$ cat src/rtl/cpu_mem_loader.sv
// cpu_mem_loader
//   Host-side job loader for the pipelined cpu. Accepts a program image on a
//   valid/ready stream (header, run_cycles, imem payload, dmem payload),
//   writes it into the cpu's external memory ports while holding the cpu in
//   reset, releases the cpu for run_cycles cycles, then streams data memory
//   back to the host.
//
//   Optional build macro: LOADER_CHECKSUM_EN
//     Adds a CHK state after the payload that accepts one trailer word equal
//     to the wrapping 32-bit sum of all payload words; a mismatch goes to ERR.
//
// Ports
//   clk, arst              clock, asynchronous active-high reset
//   s_valid/s_ready/s_data host input stream (header, run_cycles, payload)
//   m_valid/m_ready/m_data/m_last  dump stream of data memory to the host
//   busy, done, err        job status (done is a one-cycle pulse, err sticky)
//   cpu_enable, cpu_arst_n cpu run control
//   imem_addr/wen/wdata    instruction-memory write port
//   dmem_addr/wen/ren/wdata/rdata  data-memory port (rdata one cycle after ren)
module cpu_mem_loader #(
  parameter int unsigned IMEM_DEPTH  = 512,
  parameter int unsigned DMEM_DEPTH  = 1024,
  parameter int unsigned ADDR_STRIDE = 4
) (
  input  logic        clk,
  input  logic        arst,
  input  logic        s_valid,
  output logic        s_ready,
  input  logic [31:0] s_data,
  output logic        m_valid,
  input  logic        m_ready,
  output logic [31:0] m_data,
  output logic        m_last,
  output logic        busy,
  output logic        done,
  output logic        err,
  output logic        cpu_enable,
  output logic        cpu_arst_n,
  output logic [31:0] imem_addr,
  output logic        imem_wen,
  output logic [31:0] imem_wdata,
  output logic [31:0] dmem_addr,
  output logic        dmem_wen,
  output logic        dmem_ren,
  output logic [31:0] dmem_wdata,
  input  logic [31:0] dmem_rdata
);

  typedef enum logic [3:0] {
    S_IDLE,
    S_HDR1,
    S_LOAD_I,
    S_LOAD_D,
    S_RUN,
    S_DUMP_RD,
    S_DUMP_CAP,
    S_DUMP_OUT,
    S_FIN,
    S_ERR
`ifdef LOADER_CHECKSUM_EN
    , S_CHK
`endif
  } state_t;

  state_t      state_q, state_d;
  logic [15:0] n_imem_q, n_dmem_q;
  logic [15:0] idx_q;
  logic [31:0] run_cnt_q;
  logic [31:0] m_data_q;
`ifdef LOADER_CHECKSUM_EN
  logic [31:0] sum_q;
`endif

  logic        hs;
  logic        hdr_bad;
  logic        last_i, last_d;
  logic [31:0] idx_addr;
  state_t      after_load;

  assign hs       = s_valid && s_ready;
  assign hdr_bad  = (s_data[15:0] == 16'd0)
                 || (32'(s_data[15:0])  > IMEM_DEPTH)
                 || (32'(s_data[31:16]) > DMEM_DEPTH);
  assign last_i   = (idx_q == n_imem_q - 16'd1);
  assign last_d   = (idx_q == n_dmem_q - 16'd1);
  assign idx_addr = 32'(idx_q) * ADDR_STRIDE;
  assign m_data   = m_data_q;

`ifdef LOADER_CHECKSUM_EN
  assign after_load = S_CHK;
`else
  assign after_load = S_RUN;
`endif

  always_ff @(posedge clk or posedge arst) begin
    if (arst) state_q <= S_IDLE;
    else      state_q <= state_d;
  end

  always_comb begin
    state_d    = state_q;
    s_ready    = 1'b0;
    m_valid    = 1'b0;
    m_last     = 1'b0;
    busy       = 1'b1;
    done       = 1'b0;
    err        = 1'b0;
    cpu_enable = 1'b0;
    cpu_arst_n = 1'b0;
    imem_addr  = '0;
    imem_wen   = 1'b0;
    imem_wdata = '0;
    dmem_addr  = '0;
    dmem_wen   = 1'b0;
    dmem_ren   = 1'b0;
    dmem_wdata = '0;

    case (state_q)
      S_IDLE: begin
        busy    = 1'b0;
        s_ready = 1'b1;
        if (hs) state_d = hdr_bad ? S_ERR : S_HDR1;
      end
      S_HDR1: begin
        s_ready = 1'b1;
        if (hs) state_d = S_LOAD_I;
      end
      S_LOAD_I: begin
        s_ready    = 1'b1;
        imem_wen   = s_valid;
        imem_addr  = idx_addr;
        imem_wdata = s_data;
        if (hs && last_i) state_d = (n_dmem_q != 16'd0) ? S_LOAD_D : after_load;
      end
      S_LOAD_D: begin
        s_ready    = 1'b1;
        dmem_wen   = s_valid;
        dmem_addr  = idx_addr;
        dmem_wdata = s_data;
        if (hs && last_d) state_d = after_load;
      end
`ifdef LOADER_CHECKSUM_EN
      S_CHK: begin
        s_ready = 1'b1;
        if (hs) state_d = (s_data == sum_q) ? S_RUN : S_ERR;
      end
`endif
      S_RUN: begin
        cpu_arst_n = 1'b1;
        cpu_enable = (run_cnt_q != 32'd0);
        // Leaving on the count of 1 gives exactly run_cycles enabled cycles;
        // a zero count still spends one (disabled) cycle here.
        if (run_cnt_q <= 32'd1) state_d = (n_dmem_q != 16'd0) ? S_DUMP_RD : S_FIN;
      end
      S_DUMP_RD: begin
        cpu_arst_n = 1'b1;
        dmem_ren   = 1'b1;
        dmem_addr  = idx_addr;
        state_d    = S_DUMP_CAP;
      end
      S_DUMP_CAP: begin
        cpu_arst_n = 1'b1;
        state_d    = S_DUMP_OUT;
      end
      S_DUMP_OUT: begin
        cpu_arst_n = 1'b1;
        m_valid    = 1'b1;
        m_last     = last_d;
        if (m_ready) state_d = last_d ? S_FIN : S_DUMP_RD;
      end
      S_FIN: begin
        cpu_arst_n = 1'b1;
        done       = 1'b1;
        state_d    = S_IDLE;
      end
      S_ERR: begin
        busy = 1'b0;
        err  = 1'b1;
      end
      default: state_d = S_IDLE;
    endcase
  end

  always_ff @(posedge clk or posedge arst) begin
    if (arst) begin
      n_imem_q  <= '0;
      n_dmem_q  <= '0;
      idx_q     <= '0;
      run_cnt_q <= '0;
      m_data_q  <= '0;
`ifdef LOADER_CHECKSUM_EN
      sum_q     <= '0;
`endif
    end else begin
      case (state_q)
        S_IDLE: if (hs) begin
          n_imem_q <= s_data[15:0];
          n_dmem_q <= s_data[31:16];
          idx_q    <= '0;
`ifdef LOADER_CHECKSUM_EN
          sum_q    <= '0;
`endif
        end
        S_HDR1: if (hs) run_cnt_q <= s_data;
        S_LOAD_I: if (hs) begin
          idx_q <= last_i ? 16'd0 : idx_q + 16'd1;
`ifdef LOADER_CHECKSUM_EN
          sum_q <= sum_q + s_data;
`endif
        end
        S_LOAD_D: if (hs) begin
          idx_q <= last_d ? 16'd0 : idx_q + 16'd1;
`ifdef LOADER_CHECKSUM_EN
          sum_q <= sum_q + s_data;
`endif
        end
        S_RUN: if (run_cnt_q != 32'd0) run_cnt_q <= run_cnt_q - 32'd1;
        S_DUMP_CAP: m_data_q <= dmem_rdata;
        S_DUMP_OUT: if (m_ready) idx_q <= last_d ? 16'd0 : idx_q + 16'd1;
        default: ;
      endcase
    end
  end

endmodule

$ cat config.mk
export PLATFORM = sky130hd
export DESIGN_NAME = cpu_mem_loader
export DESIGN_NICKNAME = d
export VERILOG_FILES = /design/src/rtl/cpu_mem_loader.sv
export SDC_FILE = /design/constraint.sdc
export NUM_CORES = 1
export LEC_CHECK = 0
export CORE_MARGIN = 4
export CORE_UTILIZATION = 48
export DETAILED_ROUTE_END_ITERATION = 6
export PLACE_DENSITY = 0.92
export SKIP_LAST_GASP = 1
export SLEW_MARGIN = 20
export SYNTH_ARGS = -nofsm -noshare
export SYNTH_HDL_FRONTEND = slang
export SYNTH_SLANG_ARGS = --single-unit
export TNS_END_PERCENT = 100
$ cat constraint.sdc
create_clock -name clk -period 4.1 [get_ports clk]
set_input_delay 0.41 -clock clk [delete_from_list [all_inputs] [get_ports clk]]
set_output_delay 0.41 -clock clk [all_outputs]
set_load 0.01 [all_outputs]
# Word-level counts from Yosys, hierarchy flattened
# Index checks and enable logic that the tools add are counted.
dict set report word_totals {
  register_bits 116
  input_bits 68
  output_inout_bits 171
  elab_cells 89
}
dict set report op_classes {
  n_addsub 4
  n_lt_le_gt_ge 3
  eq_ne 20
  n_mux 36
  n_bitwise 1
  n_reduce_logical 19
}
# op n
set op_table {}
lappend op_table {{2-to-1 mux 32 bit} 4}
lappend op_table {{2-to-1 mux 16 bit} 6}
lappend op_table {{case mux 16 bit (4 select lines)} 1}
lappend op_table {{case mux 32 bit (2 select lines)} 1}
lappend op_table {{2-to-1 mux 18 bit} 2}
lappend op_table {{2-to-1 mux 4 bit} 9}
lappend op_table {{case mux 4 bit (9 select lines)} 1}
lappend op_table {{equality test 16 bit} 2}
lappend op_table {{less-or-equal comparator 32 x 1 -> 1 bit (second input constant)} 1}
lappend op_table {{nonzero test 32 bit} 1}
lappend op_table {{subtractor 16 x 1 -> 16 bit (second input constant)} 2}
lappend op_table {{subtractor 32 x 1 -> 32 bit (second input constant)} 1}
lappend op_table {{!= test 2 bit (second input constant)} 9}
lappend op_table {{adder 16 x 1 -> 16 bit (second input constant)} 1}
lappend op_table {{equality test 4 x 3 -> 1 bit (second input constant)} 4}
lappend op_table {{> comparator 16 x 10 -> 1 bit (second input constant)} 1}
lappend op_table {{> comparator 16 x 11 -> 1 bit (second input constant)} 1}
lappend op_table {{logical NOT 16 bit} 1}
lappend op_table {{nonzero test 16 bit} 1}
lappend op_table {{2-to-1 mux 1 bit} 11}
lappend op_table {{equality test 4 x 2 -> 1 bit (second input constant)} 2}
lappend op_table {{equality test 4 bit (second input constant)} 2}
lappend op_table {{AND reduction 7 bit} 1}
lappend op_table {{AND reduction 5 bit} 1}
lappend op_table {{13 further kinds} 17}

# Logic depth before layout (Yosys ltp)
# Gate-level depths: netlist of run 1.
dict set report logic_depth {
  ltp_word 7
  ltp_mapped 12
}

# Least setup slack after synthesis of run 1
# OpenSTA, ideal clock, no wires.
dict set report synth_timing {
  path_kind {reg2out}
  from {register n_dmem_q[0] (netlist name)}
  to {output port err}
  arrival_ps 3175
  required_ps 3690
  path_slack_ps 515
  stages_incl_launch_ff 12
  n_path_buf 1
  path_cell_list {dfrtp_1 > inv_1 > ha_1 > or3b_1 > buf_2 > or4_4 > a2111oi_4 > nand4_2 > a2111oi_4 > nand2_1 > a211o_1 > and2_2}
}
# item line_no
set synth_lines {}
lappend synth_lines {{end: declaration} 36} ;# output logic err,

==> qor.log, run 1 <==
INFO  grt            grt_start_max_net_pins=76
INFO  min_path       class_of_the_tightest_hold_or_removal_check=flop to flop
INFO  routing        detail_route.drc_violations=0
INFO  critical_path  worst_path_maximum_fanout=4
INFO  clock_tree     clock-sinks=116
INFO  synth          synthXorXnorAreaFrac=5.73%
INFO  synth          post_synth_main_area_contributors=dfrtp_1 (37%), mux2_2 (9.4%), and2_1 (6.5%), nor2_1 (3.5%), o21ai_0 (3.4%)
INFO  critical_path  worst_path_dominant_cell_family=simple AND/OR/NAND/NOR gates
INFO  routing        routed_wire_length_per_instance=18.1um
INFO  synth          ys_seq_elements=116
INFO  timing         max-slew-margin-rel=35.9%
INFO  floorplanning  die_area=0.0183mm2
INFO  synth          synth-adder-area-share=0.803%
INFO  synth          post_synth_and_or_nand_nor_area_fraction=25.5%
INFO  pwr            power.internal=2.49mW
INFO  timing         achievable-frequency=248MHz
INFO  timing         timing_worst_slew_pin_value=0.962ns
INFO  flow_run       drv_cap=0
INFO  pwr            total_power=3.39mW
INFO  routing        dr_total_vias=7383
INFO  floorplanning  core.rowCount=46
INFO  timing         timing.clock.skew=0.0100ns
INFO  final_layout   num_antenna_cells=0
INFO  final_layout   final_layout_size_suffix_gt1_share=13.7%
INFO  floorplanning  die-width=135um
INFO  routing        drc_marker_count_from_the_first_detailed_route_iteration=695
INFO  final_layout   finalNetCount=1140
INFO  clock_tree     tritoncts_clock_tree=done
INFO  timing         setup_violations=0
INFO  synth          yosys.cell_count.top_type=dfrtp_1
INFO  clock_tree     worst_skew_pair.late_latency=0.42ns
INFO  synth          ys_types=70
INFO  synth          synth.cell_area=0.00779mm2
INFO  floorplanning  coreArea=0.0159mm2
INFO  synth          yosysSeqAreaShare=37.3%
INFO  critical_path  cp_data_required_time=3.69ns
INFO  routing        route.antenna.remaining_nets=0
INFO  synth          synth_warnings=0
INFO  clock_tree     cts_root_buf=clkbuf_16
INFO  clock_tree     ctsLongestPathBuffers=2
INFO  grt            gr-total-overflow=0
INFO  clock_tree     clock_buffer_count_from_cts=17
INFO  final_layout   layout.filler_cells=1202
INFO  final_layout   finish.instance_area=0.0106mm2
INFO  final_layout   area_growth_from_synthesis_to_layout=36.4%
INFO  critical_path  timing.critical_path.from_type=flop
INFO  critical_path  timing_worst_setup_path_type=flop to primary output
INFO  synth          ys_async_sr_fraction=100%
INFO  floorplanning  fp.dieH=135um
INFO  grt            first_global_vias=7166
INFO  pwr            static-leakage-power=4.68nW
INFO  timing         finalCritPeriodShare=98.3%
INFO  critical_path  end_kind=primary output
INFO  status         run_status=finished clean
INFO  floorplanning  initial_utilization=49.0%
INFO  grt            grt_pass1_wl=36.5mm
INFO  synth          syn-instance-count=881
INFO  pwr            seq_power_share=37.3%
INFO  pwr            peak_supply_drop=290uV
INFO  critical_path  crit_arrival=3.62ns
INFO  synth          area_share_of_the_largest_cell_type_after_synthesis=37.3%
INFO  pwr            clock_network_fraction_of_total_power=47.3%
INFO  pwr            switching_share=26.4%
INFO  timing         finalMaxSlewViolations=0
INFO  pwr            switching_power=0.896mW
INFO  floorplanning  io-pin-count=239
INFO  pwr            power.density_cell_area=319mW/mm2
INFO  timing         finalHoldViolations=0
INFO  routing        detailedRoute.firstPassIterationCount=5
INFO  clock_tree     h-tree-depth=4
INFO  timing         finalCriticalPeriod=4.03ns
INFO  synth          synth_commonest_cells=dfrtp_1 (116), and2_1 (81), nor2_1 (72)
INFO  critical_path  timing.critical_path.cells=inv_2 > ha_4 > or3b_4 > or4_4 > a2111oi_4 > nand4_2 > a2111oi_4 > nand2_1 > a211o_1 > and2_2 > clkbuf_2
INFO  synth          synth_top_family_by_area=simple AND/OR/NAND/NOR gates
INFO  timing         unrepaired_setup_endpoints_after_global_routing=true
INFO  synth          multiplexer_area_fraction_after_synthesis=10.3%
INFO  synth          number_of_enable_type_register_cells_in_the_synthesized_netlist=0
INFO  pwr            power.share.combinational=15.4%
INFO  grt            number_of_antenna_violations_at_the_first_check_in_global_routing=0
INFO  placed_design  gp_routability_congestion=0.921
INFO  critical_path  cp_slowest_stage_delay=0.50ns
INFO  placed_design  post-dp-hpwl=16.7mm
INFO  critical_path  critPathMostFrequentCell=a2111oi_4
INFO  synth          synth_top_flop_cell=dfrtp_1
INFO  synth          yosysTopAreaCell=dfrtp_1
INFO  critical_path  critPathSlowestCell=or4_4
INFO  synth          synthesis.area_per_instance=8.84um2
INFO  routing        detail_route.wirelength=23.4mm
INFO  synth          post_synthesis_compound_gate_area_fraction=13.2%
INFO  critical_path  critPathBufInv=2
INFO  clock_tree     clkTransAtPathRegs=0.06ns
INFO  grt            grt_usage=25.0%
INFO  routing        viasPerCell=5.70
INFO  placed_design  port_buffers=206
INFO  placed_design  postPlaceCellArea=0.00994mm2
==> final timing paths <==
check	cells past startpoint	to	from	slack (ns)
setup / recovery	11	err	n_dmem_q[1]	0.07
hold reg to reg	2	run_cnt_q[30]	run_cnt_q[30]	0.50
setup reg to reg	12	state_q[3]	n_dmem_q[1]	0.52
min in group asynchronous	2	m_data[14]	arst	0.55
max in group asynchronous	3	n_dmem_q[0]	arst	2.79
hold / removal	2	run_cnt_q[30]	run_cnt_q[30]	0.50
==> cells by family (layout without fill, tap and decap cells) <==
kind of cell | Yosys count | count (layout)
simple gates | 359 | 359
compound gates | 163 | 163
flops | 116 | 116
buf+inv | 115 | 283
mux | 71 | 71
xor+xnor | 51 | 51
fa+ha+maj | 5 | 5
other cells | 1 | 32
==> power groups by stage <==
stage	Combinational, mW	Clock (mW)	Sequential (mW)
CTS	0.524	1.61	1.26
detailed placement	0.518	0	1.28
global placement	0.508	0	1.28
floorplan	0.330	0	1.22
finish	0.523	1.60	1.26
global route	0.561	1.66	1.27
==> per-stage QoR <==
stage | worst slack (ns) | utilization, % | hold WS [ns] | cells | TNS (ns)
finish | 0.0677 | 66.9 | 0.504 | 1296 | 0
global route | -0.0275 | 66.9 | 0.520 | 1296 | -0.0275
CTS | 0.00866 | 66.7 | 0.507 | 1294 | 0
detailed placement | 0.0542 | 62.6 | 0.496 | 1260 | 0
global placement | 0.147 | 62.6 | 0.482 | 1260 | 0
floorplan | 0.515 | - | 0.464 | 912 | 0
==> what timing repair did <==
action                     in CTS  in global routing
setup endpoints to repair       2                  2
hold endpoints to repair        0                  0
pin swaps                       5                  5
hold buffers                    0                  0
resized for setup               4                  7
buffers inserted                2                  2
==> cells in the final DEF, fill, tap and decap left out, types with 24 or more instances in the layout <==
cell type,Yosys,final
xnor2_1,24,24
nor3_1,32,30
clkdlybuf4s50_1,0,204
mux2_2,65,65
nand2_1,35,35
conb_1,1,32
nand3_1,24,24
dfrtp_1,116,116
xor2_1,27,27
nor2_1,72,71
a21oi_1,47,47
and2_1,81,81
o21ai_0,53,53
==> sequential cells by signal (all words and copies together) (netlist names) <==
signal,count
n_dmem_q,16
m_data,32
state_q,4
idx_q,16
n_imem_q,16
run_cnt_q,32
==> cell type report <==
class | instances | area, um2 | share of cell area (%)
multi-input cells | 681 | 4490 | 42.3
flip-flops and latches | 116 | 2900 | 27.3
repair buffers | 229 | 2240 | 21.1
clock buffers | 19 | 453 | 4.26
well taps | 216 | 270 | 2.54
clock inverters | 13 | 180 | 1.70
inverters | 22 | 85.1 | 0.801
==> metal layers <==
layer  wire length, um  GRT usage (%)  up-vias
li1                  -              -     3415
met1              8990           29.5     3553
met2             11600           42.4      360
met3              2170           8.06       55
met4               655           10.1        0
met5                 0              0        -
==> tightest hold or removal path, cell delays in order (launching register included) <==
cell	delay (ns)
dfrtp_1	0.33
o21ai_0	0.07
o21ai_0	0.06
Power figures use the tool's default switching activity.
==> run 2, diff against run 1 <==
ABC_AREA = 1   (was default)
CELL_PAD_IN_SITES_DETAIL_PLACEMENT = 0   (was default)
CELL_PAD_IN_SITES_GLOBAL_PLACEMENT = 2   (was default)
CORE_UTILIZATION = 25   (was 48)
PLACE_DENSITY = 0.78   (was 0.92)
==> run 2 against run 1 <==
- worst setup slack improved by 0.71 ns
- register-to-register slack better by 0.95 ns
- hold slack got worse by 0.15 ns
- sequential cell count did not move
- utilization decreased by 32 points
- synthesized cell count is 40% higher
- cell area grew 3.6%
- sequential power up 69%
- synthesized area up 4.2%
- combinational power grew to 6.6 times the previous value
- fmax rose by 21%
- cell count rose by 45%
- highest routed layer unchanged
==> qor.log, run 2 <==
INFO  status         run_status=finished clean
INFO  flow_run       drv_cap=0
INFO  timing         unrepaired_setup_endpoints_after_global_routing=false
INFO  routing        drc_marker_count_from_the_first_detailed_route_iteration=506
INFO  min_path       class_of_the_tightest_hold_or_removal_check=primary input to asynchronous set/reset pin
INFO  synth          multiplexer_area_fraction_after_synthesis=0%
INFO  pwr            power.density_cell_area=634mW/mm2
INFO  routing        dr_total_vias=8261
INFO  clock_tree     cts_root_buf=clkbuf_16
INFO  critical_path  worst_path_maximum_fanout=50
INFO  timing         finalMaxSlewViolations=0
INFO  clock_tree     clock-sinks=116
INFO  clock_tree     worst_skew_pair.late_latency=0.43ns
INFO  critical_path  critPathSlowestCell=clkdlybuf4s50_1
INFO  grt            grt_start_max_net_pins=65
INFO  timing         finalCriticalPeriod=3.33ns
INFO  synth          synthXorXnorAreaFrac=3.34%
INFO  floorplanning  die_area=0.0354mm2
INFO  routing        detailedRoute.firstPassIterationCount=5
INFO  critical_path  cp_slowest_stage_delay=0.59ns
INFO  synth          post_synth_and_or_nand_nor_area_fraction=36.6%
INFO  timing         timing.setup.tns=0ns
INFO  synth          syn-instance-count=1236
INFO  final_layout   final_common_cell=nand2_1
INFO  synth          synth_top_flop_cell=dfrtp_1
INFO  final_layout   num_antenna_cells=0
INFO  pwr            static-leakage-power=5.16nW
INFO  timing         max-slew-margin-rel=36.5%
INFO  floorplanning  fp.dieH=188um
INFO  critical_path  cp_data_required_time=3.69ns
INFO  clock_tree     tritoncts_clock_tree=done
INFO  floorplanning  core.rowCount=65
INFO  critical_path  timing_worst_setup_path_type=flop to primary output
INFO  clock_tree     ctsLongestPathBuffers=2
INFO  routing        viasPerCell=4.40
INFO  critical_path  crit_arrival=2.92ns
INFO  clock_tree     h-tree-depth=4
INFO  floorplanning  die-width=188um
INFO  synth          ys_async_sr_fraction=100%
INFO  clock_tree     post_cts.repair.setup_buffers=0
INFO  synth          number_of_enable_type_register_cells_in_the_synthesized_netlist=0
INFO  synth          yosysSeqAreaShare=35.7%
INFO  clock_tree     hold_buffer_count_at_cts=0
INFO  floorplanning  io-pin-count=239
INFO  final_layout   area_growth_from_synthesis_to_layout=35.6%
INFO  floorplanning  initial_utilization=25.5%
INFO  synth          synth.cell_area=0.00812mm2
INFO  placed_design  post-dp-hpwl=23.2mm
INFO  critical_path  end_kind=primary output
INFO  clock_tree     clock_buffer_count_from_cts=17
INFO  floorplanning  coreArea=0.0318mm2
INFO  grt            number_of_antenna_violations_at_the_first_check_in_global_routing=0
INFO  timing         finalHoldViolations=0
INFO  synth          synth_commonest_cells=nand2_1 (324), nor2_1 (207), inv_1 (159)
INFO  pwr            peak_supply_drop=316uV
INFO  synth          ys_seq_elements=116
INFO  grt            grt_usage=16.7%
INFO  final_layout   finalNetCount=1502
INFO  synth          ys_types=48
INFO  grt            gr-total-overflow=0
INFO  timing         timing_worst_slew_pin_value=0.952ns
INFO  timing         timing.clock.skew=0.0143ns
INFO  grt            first_global_vias=8098
INFO  synth          post_synth_main_area_contributors=dfrtp_1 (36%), nand2_1 (15%), nor2_1 (9.6%), inv_1 (7.3%), o21ai_0 (6.3%)
INFO  placed_design  gp_routability_congestion=0.837
INFO  synth          post_synthesis_compound_gate_area_fraction=10.4%
INFO  routing        detail_route.wirelength=29.8mm
INFO  synth          area_share_of_the_largest_cell_type_after_synthesis=35.7%
INFO  synth          synth_top_family_by_area=simple AND/OR/NAND/NOR gates
INFO  timing         setup_violations=0
INFO  placed_design  pre_cts_ws=1.21ns
INFO  timing         setup_ws=0.775ns
INFO  clock_tree     clkTransAtPathRegs=0.06ns
INFO  synth          yosysTopAreaCell=dfrtp_1
INFO  timing         finalCritPeriodShare=81.1%
INFO  critical_path  setup.reg_to_reg.worst_slack=1.47ns
INFO  timing         achievable-frequency=301MHz
INFO  routing        route.antenna.remaining_nets=0
INFO  synth          synthesis.area_per_instance=6.57um2
INFO  routing        routed_wire_length_per_instance=15.9um
INFO  grt            grt_pass1_wl=46.5mm
INFO  final_layout   layout_common_cells=nand2_1 (323), nor2_1 (206), clkdlybuf4s50_1 (206)
INFO  critical_path  timing.critical_path.cells=nor2_2 > inv_2 > nor2_1 > inv_2 > nor2_1 > clkdlybuf4s50_1
INFO  synth          synth-adder-area-share=0.770%
INFO  routing        detail_route.drc_violations=0
INFO  placed_design  port_buffers=206
INFO  clock_tree     cts-resized-gates=0
INFO  final_layout   final_layout_size_suffix_gt1_share=6.80%
INFO  synth          synth_warnings=0
INFO  critical_path  timing.critical_path.from_type=flop
INFO  synth          yosys.cell_count.top_type=nand2_1
-- run 2: area by class of cell --
| class | instances | area (um2) |
|---|---|---|
| Timing Repair Buffer | 213 | 2130 |
| Clock buffer | 18 | 429 |
| Sequential cell | 116 | 2900 |
| Tap cell | 435 | 544 |
| Multi-Input combinational cell | 916 | 4280 |
| Inverter | 165 | 624 |
| Clock inverter | 14 | 105 |
| Fill cell | 3486 | 20800 |
-- run 2: report_power, final --
group / leakage, nW / total [mW] / switching (mW) / internal, mW
clock network: 0.261 / 1.38 / 0.601 / 0.776
logic: 3.47 / 3.47 / 2.10 / 1.37
registers: 1.42 / 2.13 / 0.483 / 1.65
-- run 2: per-layer routing --
layer  global-route usage (%)  up-vias  part of all wire, %
met5                        0        -                    0
met4                     4.40        0                  1.7
met3                     3.33       38                  4.1
met2                     28.0      180                   48
met1                     22.0     3839                   46
li1                         -     4204                    -
-- run 2: metrics by stage --
stage,cell area (um2),hold slack [ns],total power [mW],instances,utilization [%]
floorplan,8240,0.473,4.38,1267,-
global placement,10500,0.453,5.65,1845,32.9
detailed placement,10500,0.457,5.65,1845,32.9
CTS,11000,0.358,7.08,1877,34.6
global route,11000,0.387,7.63,1877,34.6
finish,11000,0.352,6.98,1877,34.6
-- run 2: final timing paths --
| check | start | endpoint | cells past startpoint |
|---|---|---|---|
| setup / recovery | state_q[2] | imem_wdata[8] | 6 |
| hold / removal | arst | m_data[17] | 2 |
| setup reg to reg | run_cnt_q[0] | run_cnt_q[11] | 14 |
| hold reg to reg | m_data[23] | m_data[23] | 2 |
| max in group asynchronous | arst | run_cnt_q[9] | 3 |
| min in group clk | m_data[23] | m_data[23] | 2 |
-- run 2: cells by family (layout without fill, tap and decap cells) --
| kind of cell | Yosys count | after routing |
|---|---|---|
| AO/OA/AOI/OAI | 157 | 157 |
| AND/OR/NAND/NOR | 691 | 691 |
| XOR/XNOR | 31 | 31 |
| adder cells (fa/ha/maj) | 5 | 5 |
| other | 1 | 32 |
| buffers and inverters | 235 | 410 |
| flip-flops | 116 | 116 |
-- run 2: critical path: cells and delay by family (launching register included) --
family	cells	cell delay (ns)
buffers and inverters	3	1.16
AND/OR/NAND/NOR	3	0.90
flip-flops	1	0.43
